==> src/rtl/countdown_pkg.sv <==
// Shared definitions for the countdown operator front end.
// Holds the FSM state type, the preset range/default constants, the
// 100 MHz debounce and auto-repeat timings, and small preset wrap helpers.
package countdown_pkg;

  // state | meaning
  // SET   | operator edits the preset; confirm arms the controller
  // ARM   | start held high, waiting for the controller to report counting
  // RUN   | controller counting; stop aborts, done/counting-low returns to SET
  typedef enum logic [1:0] {
    ST_SET = 2'd0,
    ST_ARM = 2'd1,
    ST_RUN = 2'd2
  } state_e;

  localparam int unsigned DEFAULT_TIME_C    = 10;
  localparam int unsigned MAX_TIME_C        = 99;
  localparam int unsigned DEBOUNCE_CYCLES_C = 2_000_000;   // 20 ms
  localparam int unsigned REPEAT_DELAY_C    = 50_000_000;  // 500 ms
  localparam int unsigned REPEAT_PERIOD_C   = 20_000_000;  // 200 ms

  localparam int TIME_W = 8;

  // Step up with wrap to 0 past the maximum.
  function automatic logic [TIME_W-1:0] time_inc(input logic [TIME_W-1:0] v,
                                                 input logic [TIME_W-1:0] max_v);
    return (v >= max_v) ? '0 : v + TIME_W'(1);
  endfunction

  // Step down with wrap to the maximum below 0.
  function automatic logic [TIME_W-1:0] time_dec(input logic [TIME_W-1:0] v,
                                                 input logic [TIME_W-1:0] max_v);
    return (v == '0) ? max_v : v - TIME_W'(1);
  endfunction

endpackage

==> src/rtl/countdown_setter_if.sv <==
// Signal bundle between the board buttons / countdown controller and the
// countdown_setter front end.
//   btn_*          raw active-high buttons (asynchronous)
//   counting, done status from the countdown controller
//   countdown_time preset value, start, end_timer, editing: setter outputs
// master: the side driving buttons and controller status.
// slave : the countdown_setter itself.
interface countdown_setter_if;
  import countdown_pkg::*;

  logic              btn_up;
  logic              btn_down;
  logic              btn_confirm;
  logic              btn_stop;
  logic              counting;
  logic              done;
  logic [TIME_W-1:0] countdown_time;
  logic              start;
  logic              end_timer;
  logic              editing;

  modport master (
    output btn_up, btn_down, btn_confirm, btn_stop, counting, done,
    input  countdown_time, start, end_timer, editing
  );

  modport slave (
    input  btn_up, btn_down, btn_confirm, btn_stop, counting, done,
    output countdown_time, start, end_timer, editing
  );

endinterface

==> src/rtl/countdown_setter_btn_debounce.sv <==
// Single-button conditioner: 2-FF synchronizer, stability down-counter,
// registered debounced level and a one-cycle press pulse on its rising edge.
// Ports:
//   clk, rst_n  clock / async active-low reset
//   btn_i       raw button (asynchronous)
//   level_o     debounced level
//   press_o     one-cycle pulse when level_o rises
// The level flips only after DEBOUNCE_CYCLES consecutive synchronized samples
// disagree with it; press_o rises together with level_o.
module btn_debounce
  import countdown_pkg::*;
#(
  parameter int unsigned DEBOUNCE_CYCLES = DEBOUNCE_CYCLES_C
) (
  input  logic clk,
  input  logic rst_n,
  input  logic btn_i,
  output logic level_o,
  output logic press_o
);

  localparam int CNT_W = (DEBOUNCE_CYCLES > 1) ? $clog2(DEBOUNCE_CYCLES) : 1;
  localparam logic [CNT_W-1:0] RELOAD = CNT_W'(DEBOUNCE_CYCLES - 1);

  logic [1:0]       sync_q;
  logic [CNT_W-1:0] cnt_q, cnt_d;
  logic             level_q, level_d;
  logic             press_q, press_d;

  // cnt_q counts down the samples still needed to accept a new level; it
  // reloads whenever the synchronized input agrees with the current level.
  always_comb begin
    cnt_d   = cnt_q;
    level_d = level_q;
    press_d = 1'b0;
    if (sync_q[1] == level_q) begin
      cnt_d = RELOAD;
    end else if (cnt_q == '0) begin
      level_d = sync_q[1];
      press_d = sync_q[1];
      cnt_d   = RELOAD;
    end else begin
      cnt_d = cnt_q - CNT_W'(1);
    end
  end

  always_ff @(posedge clk or negedge rst_n) begin
    if (!rst_n) begin
      sync_q  <= 2'b00;
      cnt_q   <= RELOAD;
      level_q <= 1'b0;
      press_q <= 1'b0;
    end else begin
      sync_q  <= {sync_q[0], btn_i};
      cnt_q   <= cnt_d;
      level_q <= level_d;
      press_q <= press_d;
    end
  end

  assign level_o = level_q;
  assign press_o = press_q;

endmodule

==> src/rtl/countdown_setter.sv <==
// Operator front end for the countdown controller: debounces up/down/
// confirm/stop, edits the preset in SET, raises start in ARM and issues a
// one-cycle end_timer abort from RUN.
// Ports:
//   clk, rst_n  100 MHz clock / async active-low reset
//   bus         countdown_setter_if.slave (buttons, controller status,
//               countdown_time, start, end_timer, editing)
// Build option: COUNTDOWN_AUTO_REPEAT_EN adds hold-to-repeat on up/down
// (first step at the press, next after REPEAT_DELAY, then every
// REPEAT_PERIOD). Without it each press gives exactly one step.
// All outputs come straight from flops.
module countdown_setter
  import countdown_pkg::*;
#(
  parameter int unsigned DEBOUNCE_CYCLES = DEBOUNCE_CYCLES_C,
  parameter int unsigned MAX_TIME        = MAX_TIME_C,
  parameter int unsigned DEFAULT_TIME    = DEFAULT_TIME_C,
  parameter int unsigned REPEAT_DELAY    = REPEAT_DELAY_C,
  parameter int unsigned REPEAT_PERIOD   = REPEAT_PERIOD_C
) (
  input  logic              clk,
  input  logic              rst_n,
  countdown_setter_if.slave bus
);

  localparam logic [TIME_W-1:0] MAX_T = TIME_W'(MAX_TIME);
  localparam logic [TIME_W-1:0] DEF_T = TIME_W'(DEFAULT_TIME);

  logic lvl_up, lvl_down, lvl_confirm, lvl_stop;
  logic prs_up, prs_down, prs_confirm, prs_stop;

  btn_debounce #(.DEBOUNCE_CYCLES(DEBOUNCE_CYCLES)) u_db_up (
    .clk(clk), .rst_n(rst_n), .btn_i(bus.btn_up),
    .level_o(lvl_up), .press_o(prs_up)
  );

  btn_debounce #(.DEBOUNCE_CYCLES(DEBOUNCE_CYCLES)) u_db_down (
    .clk(clk), .rst_n(rst_n), .btn_i(bus.btn_down),
    .level_o(lvl_down), .press_o(prs_down)
  );

  btn_debounce #(.DEBOUNCE_CYCLES(DEBOUNCE_CYCLES)) u_db_confirm (
    .clk(clk), .rst_n(rst_n), .btn_i(bus.btn_confirm),
    .level_o(lvl_confirm), .press_o(prs_confirm)
  );

  btn_debounce #(.DEBOUNCE_CYCLES(DEBOUNCE_CYCLES)) u_db_stop (
    .clk(clk), .rst_n(rst_n), .btn_i(bus.btn_stop),
    .level_o(lvl_stop), .press_o(prs_stop)
  );

  state_e            state_q, state_d;
  logic [TIME_W-1:0] time_q, time_d;
  logic              start_q, start_d;
  logic              end_q, end_d;
  logic              editing_q, editing_d;

  logic up_ev, down_ev;

  // Only the up/down levels are needed, and only for auto-repeat.
  logic unused_levels;
  assign unused_levels = lvl_confirm ^ lvl_stop;

`ifdef COUNTDOWN_AUTO_REPEAT_EN
  localparam int unsigned RPT_MAX = (REPEAT_DELAY > REPEAT_PERIOD) ? REPEAT_DELAY : REPEAT_PERIOD;
  localparam int RPT_W = (RPT_MAX > 1) ? $clog2(RPT_MAX) : 1;
  localparam logic [RPT_W-1:0] DELAY_LOAD  = RPT_W'(REPEAT_DELAY - 1);
  localparam logic [RPT_W-1:0] PERIOD_LOAD = RPT_W'(REPEAT_PERIOD - 1);

  // index 0 = up, 1 = down
  logic [1:0][RPT_W-1:0] rpt_q, rpt_d;
  logic [1:0]            act_q, act_d;
  logic [1:0]            rpt_step;
  logic [1:0]            held, pressed;

  assign held    = {lvl_down, lvl_up};
  assign pressed = {prs_down, prs_up};

  // The press itself is the first step; the counter is loaded then and
  // produces further steps on its terminal count while the button is held.
  always_comb begin
    rpt_d    = rpt_q;
    act_d    = act_q;
    rpt_step = 2'b00;
    for (int i = 0; i < 2; i++) begin
      if (state_q != ST_SET || !held[i]) begin
        rpt_d[i] = '0;
        act_d[i] = 1'b0;
      end else if (pressed[i]) begin
        rpt_d[i] = DELAY_LOAD;
        act_d[i] = 1'b1;
      end else if (act_q[i]) begin
        if (rpt_q[i] == '0) begin
          rpt_step[i] = 1'b1;
          rpt_d[i]    = PERIOD_LOAD;
        end else begin
          rpt_d[i] = rpt_q[i] - RPT_W'(1);
        end
      end
    end
  end

  always_ff @(posedge clk or negedge rst_n) begin
    if (!rst_n) begin
      rpt_q <= '0;
      act_q <= 2'b00;
    end else begin
      rpt_q <= rpt_d;
      act_q <= act_d;
    end
  end

  assign up_ev   = prs_up   | rpt_step[0];
  assign down_ev = prs_down | rpt_step[1];
`else
  logic unused_repeat;
  assign unused_repeat = lvl_up ^ lvl_down ^ (^32'(REPEAT_DELAY)) ^ (^32'(REPEAT_PERIOD));

  assign up_ev   = prs_up;
  assign down_ev = prs_down;
`endif

  // Edits act only in SET, so the preset is frozen in ARM and RUN.
  // In ARM a stop wins over counting so an abandoned arm never reaches RUN.
  always_comb begin
    state_d = state_q;
    time_d  = time_q;
    start_d = 1'b0;
    end_d   = 1'b0;
    case (state_q)
      ST_SET: begin
        if (up_ev && !down_ev) begin
          time_d = time_inc(time_q, MAX_T);
        end else if (down_ev && !up_ev) begin
          time_d = time_dec(time_q, MAX_T);
        end
        if (prs_confirm && time_q != '0) begin
          state_d = ST_ARM;
          start_d = 1'b1;
        end
      end
      ST_ARM: begin
        start_d = 1'b1;
        if (prs_stop) begin
          state_d = ST_SET;
          start_d = 1'b0;
        end else if (bus.counting) begin
          state_d = ST_RUN;
          start_d = 1'b0;
        end
      end
      ST_RUN: begin
        if (prs_stop) begin
          state_d = ST_SET;
          end_d   = 1'b1;
        end else if (bus.done || !bus.counting) begin
          state_d = ST_SET;
        end
      end
      default: begin
        state_d = ST_SET;
      end
    endcase
    editing_d = (state_d == ST_SET);
  end

  always_ff @(posedge clk or negedge rst_n) begin
    if (!rst_n) begin
      state_q   <= ST_SET;
      time_q    <= DEF_T;
      start_q   <= 1'b0;
      end_q     <= 1'b0;
      editing_q <= 1'b1;
    end else begin
      state_q   <= state_d;
      time_q    <= time_d;
      start_q   <= start_d;
      end_q     <= end_d;
      editing_q <= editing_d;
    end
  end

  assign bus.countdown_time = time_q;
  assign bus.start          = start_q;
  assign bus.end_timer      = end_q;
  assign bus.editing        = editing_q;

endmodule
==> src/flat_wrapper.sv <==
// flat-port wrapper written by rule: the top's interface ports become plain ports
module countdown_setter_flat import countdown_pkg::*;
#(
  parameter int unsigned DEBOUNCE_CYCLES = DEBOUNCE_CYCLES_C,
  parameter int unsigned MAX_TIME        = MAX_TIME_C,
  parameter int unsigned DEFAULT_TIME    = DEFAULT_TIME_C,
  parameter int unsigned REPEAT_DELAY    = REPEAT_DELAY_C,
  parameter int unsigned REPEAT_PERIOD   = REPEAT_PERIOD_C
)
  (clk, rst_n, bus_btn_up, bus_btn_down, bus_btn_confirm, bus_btn_stop, bus_counting, bus_done, bus_countdown_time, bus_start, bus_end_timer, bus_editing);
  countdown_setter_if bus_i ();
  input  logic clk;
  input  logic rst_n;
  input wire logic [$bits(bus_i.btn_up)-1:0] bus_btn_up;
  input wire logic [$bits(bus_i.btn_down)-1:0] bus_btn_down;
  input wire logic [$bits(bus_i.btn_confirm)-1:0] bus_btn_confirm;
  input wire logic [$bits(bus_i.btn_stop)-1:0] bus_btn_stop;
  input wire logic [$bits(bus_i.counting)-1:0] bus_counting;
  input wire logic [$bits(bus_i.done)-1:0] bus_done;
  output wire logic [$bits(bus_i.countdown_time)-1:0] bus_countdown_time;
  output wire logic [$bits(bus_i.start)-1:0] bus_start;
  output wire logic [$bits(bus_i.end_timer)-1:0] bus_end_timer;
  output wire logic [$bits(bus_i.editing)-1:0] bus_editing;
  assign bus_i.btn_up = bus_btn_up;
  assign bus_i.btn_down = bus_btn_down;
  assign bus_i.btn_confirm = bus_btn_confirm;
  assign bus_i.btn_stop = bus_btn_stop;
  assign bus_i.counting = bus_counting;
  assign bus_i.done = bus_done;
  assign bus_countdown_time = bus_i.countdown_time;
  assign bus_start = bus_i.start;
  assign bus_end_timer = bus_i.end_timer;
  assign bus_editing = bus_i.editing;
  countdown_setter #(.DEBOUNCE_CYCLES(DEBOUNCE_CYCLES), .MAX_TIME(MAX_TIME), .DEFAULT_TIME(DEFAULT_TIME), .REPEAT_DELAY(REPEAT_DELAY), .REPEAT_PERIOD(REPEAT_PERIOD)) u_core (.clk(clk), .rst_n(rst_n), .bus(bus_i));
endmodule
==> config.mk <==
export PLATFORM = sky130hd
export DESIGN_NAME = countdown_setter_flat
export DESIGN_NICKNAME = d
export VERILOG_FILES = /design/src/rtl/countdown_pkg.sv /design/src/rtl/countdown_setter_if.sv /design/src/rtl/countdown_setter_btn_debounce.sv /design/src/rtl/countdown_setter.sv /design/src/flat_wrapper.sv
export SDC_FILE = /design/constraint.sdc
export NUM_CORES = 1
export LEC_CHECK = 0
export CORE_MARGIN = 1
export CORE_UTILIZATION = 61
export CTS_CLUSTER_DIAMETER = 40
export CTS_CLUSTER_SIZE = 10
export DETAILED_ROUTE_END_ITERATION = 7
export GPL_ROUTABILITY_DRIVEN = 0
export PLACE_DENSITY = 0.79
export SLEW_MARGIN = 20
export SYNTH_ARGS = -nofsm -noshare
export SYNTH_HDL_FRONTEND = slang
export SYNTH_SLANG_ARGS = --single-unit
==> constraint.sdc <==
create_clock -name clk -period 2.43 [get_ports clk]
set_input_delay 0.486 -clock clk [delete_from_list [all_inputs] [get_ports clk]]
set_output_delay 0.486 -clock clk [all_outputs]
set_load 0.01 [all_outputs]
== Word-level counts from Yosys, hierarchy flattened ==
Index checks and enable logic that the tools add are counted.

* Div/mod/pow operators: 0
* Bitwise gates (word level): 4
* $add $sub $neg: 6
* Muxes and demuxes: 32
* Shifts and indexed selects: 0
* Eq/ne operators: 6
* Magnitude comparators: 1
* Multipliers: 0
* Reductions and logical operators: 21

{| class="wikitable"
|+ Operators with widths
! kind !! number
|-
| two-way mux 21 bit || 8
|-
| logical NOT 21 bit || 4
|-
| subtractor 21 x 1 -> 21 bit, second input constant || 4
|-
| two-way mux 8 bit || 4
|-
| two-way mux 1 bit || 13
|-
| two-way mux 2 bit || 5
|-
| AND reduction 2 bit || 5
|-
| adder 8 x 1 -> 8 bit, second input constant || 1
|-
| >= comparator 8 x 7 -> 1 bit, second input constant || 1
|-
| logical NOT 8 bit || 1
|-
| nonzero test 8 bit || 1
|-
| subtractor 8 x 1 -> 8 bit, second input constant || 1
|-
| one-hot mux 2 bit (3 select lines) || 1
|-
| == test 1 bit || 4
|-
| logical NOT 2 bit || 2
|-
| NOT 1 bit || 4
|-
| logical AND 1 bit || 3
|-
| logical NOT 1 bit || 3
|-
| == test 2 x 1 -> 1 bit, second input constant || 1
|-
| == test 2 bit, second input constant || 1
|-
| one-hot mux 1 bit (2 select lines) || 1
|-
| nonzero test 2 bit || 1
|-
| logical OR 1 bit || 1
|}

* Output and inout port bits: 11
* Input port bits: 8
* Memories kept: 0
* Register bits after elaboration: 113
* Bits in writable memories: 0
* Bits in latches: 0
* ROM bits: 0

== Logic depth before layout (Yosys ltp) ==
* Word-level depth: 6
* Mapped depth: 7
* Gate-level depth less buffers: 6

== Cells and area by module ==
A second synthesis with hierarchy kept.

* Cells, all modules: 567
* Area total of the unflattened synthesis: 5,915.7 um2

{| class="wikitable"
|+ Modules (own cells, without submodules)
! module !! cells an instance !! instances !! area each (um2) !! seq. area each (um2)
|-
| btn_debounce || 116 || 4 || 1,255.0 || 641.9
|-
| countdown_setter || 103 || 1 || 895.9 || 329.1
|}

== Worst setup path after synthesis ==
OpenSTA, ideal clock, no wires.

* Kind: register to register
* Start: register u_core.time_q[0], in the netlist u_core.bus.countdown_time[0]
* End: register u_core.time_q[4], in the netlist u_core.bus.countdown_time[4]
* Library setup time: 0.090 ns
* Stages on the path, launching flop included: 6
* Slack: 0.278 ns
* Arrival time: 2.062 ns
* Path through: dfrtp_1 ha_1 or4_1 a31o_2 or4_1 o221ai_1

* Word-level cells in the longest chain between the ends: 4
* Elaborated cells on any way between the ends: 8

{| class="wikitable"
|+ Ends and longest elaborated chain
! what !! line !! text
|-
| start: declaration || countdown_setter.sv:53 || <nowiki>logic [TIME_W-1:0] time_q, time_d;</nowiki>
|-
| start signal: assignment || countdown_setter.sv:176 || <nowiki>time_q <= time_d;</nowiki>
|-
| subtractor 8 x 1 -> 8 bit / logical NOT 8 bit (equally long branches) || countdown_pkg.sv:33 || <nowiki>return (v == '0) ? max_v : v - TIME_W'(1);</nowiki>
|-
| two-way mux 8 bit || countdown_pkg.sv:33 ||
|-
| two-way mux 8 bit || countdown_setter.sv:134 || <nowiki>end else if (down_ev && !up_ev) begin</nowiki>
|-
| two-way mux 8 bit (*) || countdown_setter.sv:132 || <nowiki>if (up_ev && !down_ev) begin</nowiki>
|}

Mark *: on every way between the ends. The rest lies on a longest branch, timed or not. The select of a mux whose other input is x is not followed.
A chain may end at the register's enable or synchronous reset.

== Worst setup path in the final report ==
* Start: register u_core.u_db_confirm.cnt_q[0]
* End: register u_core.u_db_confirm.cnt_q[8]

* Word-level cells in the longest chain between the ends: 3
* Elaborated cells on any way between the ends: 4

{| class="wikitable"
|+ Ends and longest elaborated chain
! what !! line !! text
|-
| start: declaration || countdown_setter_btn_debounce.sv:26 || <nowiki>logic [CNT_W-1:0] cnt_q, cnt_d;</nowiki>
|-
| start signal: assignment || countdown_setter_btn_debounce.sv:55 || <nowiki>cnt_q <= cnt_d;</nowiki>
|-
| subtractor 21 x 1 -> 21 bit / logical NOT 21 bit (equally long branches) || countdown_setter_btn_debounce.sv:43, countdown_setter_btn_debounce.sv:38 ||
|-
| two-way mux 21 bit (*) || countdown_setter_btn_debounce.sv:38 || <nowiki>end else if (cnt_q == '0) begin</nowiki>
|-
| two-way mux 21 bit (*) || countdown_setter_btn_debounce.sv:36 || <nowiki>if (sync_q[1] == level_q) begin</nowiki>
|-
| net u_core.u_db_confirm.cnt_d[8] || countdown_setter_btn_debounce.sv:26 ||
|}

Mark *: on every way through the listed nets, which the timed path passes. The rest lies on a longest branch.

==> Implementation_results.wiki <==
{| class="wikitable"
! Metric !! Value
|-
| Run status || finished with violations
|-
| Violations in the final reports || DRC
|-
| # IOs || 19
|-
| Area share of the largest cell type after synthesis || 0.2574
|-
| Cell internal power dissipation || 3.359 mW
|-
| Via count of the first global-routing pass || 4240
|-
| Critical path arrival || 2630 ps
|-
| Sequential element share of the synthesized area || 0.5138
|-
| Total clock buffers created by CTS || 17
|-
| Switching power of the nets || 1.022 mW
|-
| Worst endpoint required time || 2810 ps
|-
| Maximum fanout along the worst path || 10
|-
| Leading post-synthesis cells by cell area || dfrtp_1, dfstp_2, xnor2_1, nor2_1, xor2_1
|-
| Buffers added on ports || 18
|-
| Worst-skew pair later-pin latency || 520 ps
|-
| Global-route layer with the greatest usage || met2
|-
| Violation count after the first detailed-route iteration || 207
|-
| GR Util met3 || 0.06299
|-
| Fmax achieved || 444.2 MHz
|-
| Largest area contributor in the netlist || dfrtp_1
|-
| Cell-by-cell listing of the critical path || inv_1 -> ha_1 -> or4b_2 -> or3_1 -> o21ai_2 -> nor2_1
|-
| TritonCTS clock tree || yes
|-
| Headroom to the max-slew limit || 0.3480
|-
| Avg Inst Size Synth || 10.14 um2
|-
| Fraction of layout cells with a size suffix above 1 || 0.1967
|-
| Setup repair after global routing missed its margin || no
|-
| Critical path class || reg -> reg
|-
| Synthesized Nets || 575
|-
| CP bufs+invs || 1
|-
| Grt ovf || 0
|-
| Post-synthesis cell type count || 58
|-
| Placeable Area || 0.008848 mm2
|-
| Effective utilization at floorplan || 0.6372
|-
| Minimum clock period || 2251 ps
|-
| Switching share of power || 0.2332
|-
| Peak VDD IR || 0.0005718 V
|-
| Cell type of the slowest stage on the worst timing path || or4b_2
|-
| Fin. Hold Viols || 0
|-
| Via count || 4359
|-
| Least-Margin Pin Slew || 973.4 ps
|-
| Number of pins with negative max-slew slack in the final report || 0
|-
| GR Util met2 || 0.4350
|-
| Top cell family by delay on the critical path || simple AND/OR/NAND/NOR gates
|-
| Aggregate routed wire length || 11.52 mm
|-
| DRC violation count after routing || 1
|-
| Final-stage net count || 611
|-
| CTS H-tree lvls || 4
|-
| Critical path's largest stage delay || 590 ps
|-
| Count of state elements after synthesis || 113
|-
| Lkg Pwr || 2.516 nW
|-
| Detailed-route wire length per cell || 16.16 um
|-
| Most common library cell in the layout ignoring fill and taps || nor2_1
|-
| Synth Warn # || 0
|-
| Logic pwr share || 0.031
|-
| Maximum number of pins on one net before global-route repair || 49
|-
| Share of the core filled with cells in the final layout || 0.7436
|-
| Most common flop cell mapped by yosys || dfrtp_1
|-
| Most used cells in the layout excluding fill and tap cells || nor2_1, dfrtp_1, dfstp_2
|-
| Category of the worst setup path capture point || flop
|-
| CTS Root Cell || clkbuf_8
|-
| Layout overhead on the synthesized area || 16.71%
|-
| Clock skew after layout || 12.42 ps
|-
| Final worst path period share || 0.9265
|-
| Number of cells after detailed placement || 680
|-
| Maximum clock insertion buffer count || 2
|-
| Row Count || 34
|-
| Die height || 98.14 um
|-
| Ant. Diodes || 0
|-
| Sequential power share || 0.444
|-
| Synthesized netlist cell count || 556
|-
| HP Class || reg -> reg
|-
| Wire length of the first global-routing pass || 19.78 mm
|-
| Drt first pass iters || 6
|-
| M1 GR Usage || 0.3285
|-
| Post-CTS clock slew at the launch and capture registers of the worst setup and hold paths || 60 ps
|-
| Area of the mapped netlist || 0.005638 mm2
|-
| Clk network pwr share || 0.525
|-
| Horizontal die dimension || 98.14 um
|-
| Asr flop ratio synth || 1.000
|-
| CTS sink count || 113
|-
| HPWL Detailed || 7.666 mm
|-
| Initial antenna violation count || 0
|-
| Remaining antenna violation count after routing || 0
|-
| Post-synth EDFFs || 0
|-
| Number of endpoints failing setup at the final stage || 0
|-
| Power per standard cell area || 665.8 mW/mm2
|-
| DIE AREA || 0.009630 mm2
|-
| Multi-input combinational cell area || 0.002619 mm2
|-
| Number of violations of the max-capacitance limit || 0
|-
| Storage cell area || 0.002897 mm2
|-
| Final setup TNS || 0 ps
|-
| Finished Layout Cells || 713
|-
| Count of filler cells inserted in the layout || 604
|-
| Total track usage || 0.2610
|-
| Kind of start point of the critical path || flop
|-
| Mean number of vias per cell || 6.114
|}
path summary, 6_finish.rpt:
| kind | from | to | slack [ps] | cells after the start |
|---|---|---|---|---|
| max in group asynchronous | rst_n | u_core.u_db_up.cnt_q[5]$_DFF_PN1_ | 1200 | 3 |
| min reg2reg | u_core.u_db_stop.sync_q[0]$_DFF_PN0_ | u_core.u_db_stop.sync_q[1]$_DFF_PN0_ | 350 | 0 |
| min in group asynchronous | rst_n | u_core.u_db_down.cnt_q[16]$_DFF_PN0_ | 460 | 2 |
| min | u_core.u_db_stop.sync_q[0]$_DFF_PN0_ | u_core.u_db_stop.sync_q[1]$_DFF_PN0_ | 350 | 0 |
| max reg2reg | u_core.u_db_confirm.cnt_q[0]$_DFF_PN1_ | u_core.u_db_confirm.cnt_q[8]$_DFF_PN0_ | 180 | 6 |
| max | u_core.u_db_confirm.cnt_q[0]$_DFF_PN1_ | u_core.u_db_confirm.cnt_q[8]$_DFF_PN0_ | 180 | 6 |
cell families after synthesis:
| group | count (synthesis) | share of synthesized area |
|---|---|---|
| xor gates and xnor gates | 49 | 0.07612 |
| and+or+nand+nor | 255 | 0.2392 |
| DFF | 113 | 0.5138 |
| adders and majority gates | 11 | 0.02441 |
| AOI/OAI and AO/OA | 91 | 0.1154 |
| muxes | 4 | 0.007989 |
| buffers and inverters | 33 | 0.02308 |
flip-flops by register name, indices dropped and copies added, names as in the netlist, 2 cells and up:
signal,cells
u_core.u_db_confirm.cnt_q,21
u_core.u_db_stop.cnt_q,21
u_core.u_db_up.cnt_q,21
u_core.bus.countdown_time,8
u_core.u_db_stop.sync_q,2
u_core.state_q,2
u_core.u_db_down.cnt_q,21
u_core.u_db_down.sync_q,2
u_core.u_db_confirm.sync_q,2
u_core.u_db_up.sync_q,2
power by group through the flow:
stage          combinational [mW]  sequential (mW)  clock [mW]
4_1_cts                     0.138             1.95        2.33
3_3_place_gp                0.128             1.97           0
2_1_floorplan              0.0625             1.97           0
6_report                    0.135             1.95        2.30
3_5_place_dp                0.133             1.98           0
5_1_grt                     0.153             1.95        2.42
metal layers:
metal  up-vias  routed length, um
met4         0                140
met2       100               5715
met1      2132               5277
met5         -                  0
li1       2113                  -
met3        14                387
final cells by class:
class                   instances  area share
flip-flops and latches        113      0.4402
multi-input cells             410      0.3980
well taps                     108     0.02054
inverters                      17    0.009698
repair buffers                 33     0.04640
clock inverters                14     0.02016
clock buffers                  18     0.06503
repair_timing:
| item | in CTS | in global routing |
|---|---|---|
| resized for setup | 0 | 1 |
| hold buffers | 1 | 0 |
| hold endpoints to repair | 24 | 0 |
| endpoints found under the setup margin | 0 | 1 |
| setup buffers | 0 | 0 |
Yosys cell counts (2+ instances only):
master / count
nand4b_1: 3
a211o_1: 3
a221o_1: 2
xnor2_1: 26
nor4_1: 15
nor3_1: 17
o41ai_1: 4
buf_2: 2
ha_1: 11
o31a_1: 2
clkbuf_2: 3
and2_1: 2
xor2_1: 23
or4_1: 21
or3_1: 15
nand2b_1: 4
o211ai_1: 5
clkbuf_1: 11
a22o_1: 3
mux2_2: 4
nor4b_1: 3
nor3b_1: 10
nand2_1: 51
nand3_1: 32
a21oi_1: 19
a31oi_1: 5
o21ai_0: 15
o41a_1: 2
dfstp_2: 55
nor2_1: 60
nand4_1: 7
a31o_2: 2
nor4_2: 3
o21a_1: 2
dfrtp_1: 58
and3_1: 3
o31ai_1: 15
or2_2: 2
inv_1: 17
stage by stage:
stage | setup slack [ps] | hold slack, ps | power (mW) | cell area, um2
after floorplan | 278.0 | 190.4 | 2.033 | 5638
after global routing | 77.68 | 356.0 | 4.527 | 6580
after CTS | 181.0 | 348.4 | 4.418 | 6573
after global placement | 276.1 | 333.5 | 2.102 | 6002
final | 178.7 | 349.0 | 4.381 | 6580
after detailed placement | 167.5 | 335.5 | 2.109 | 6002
Note: power is estimated with default switching activity, not from simulation.
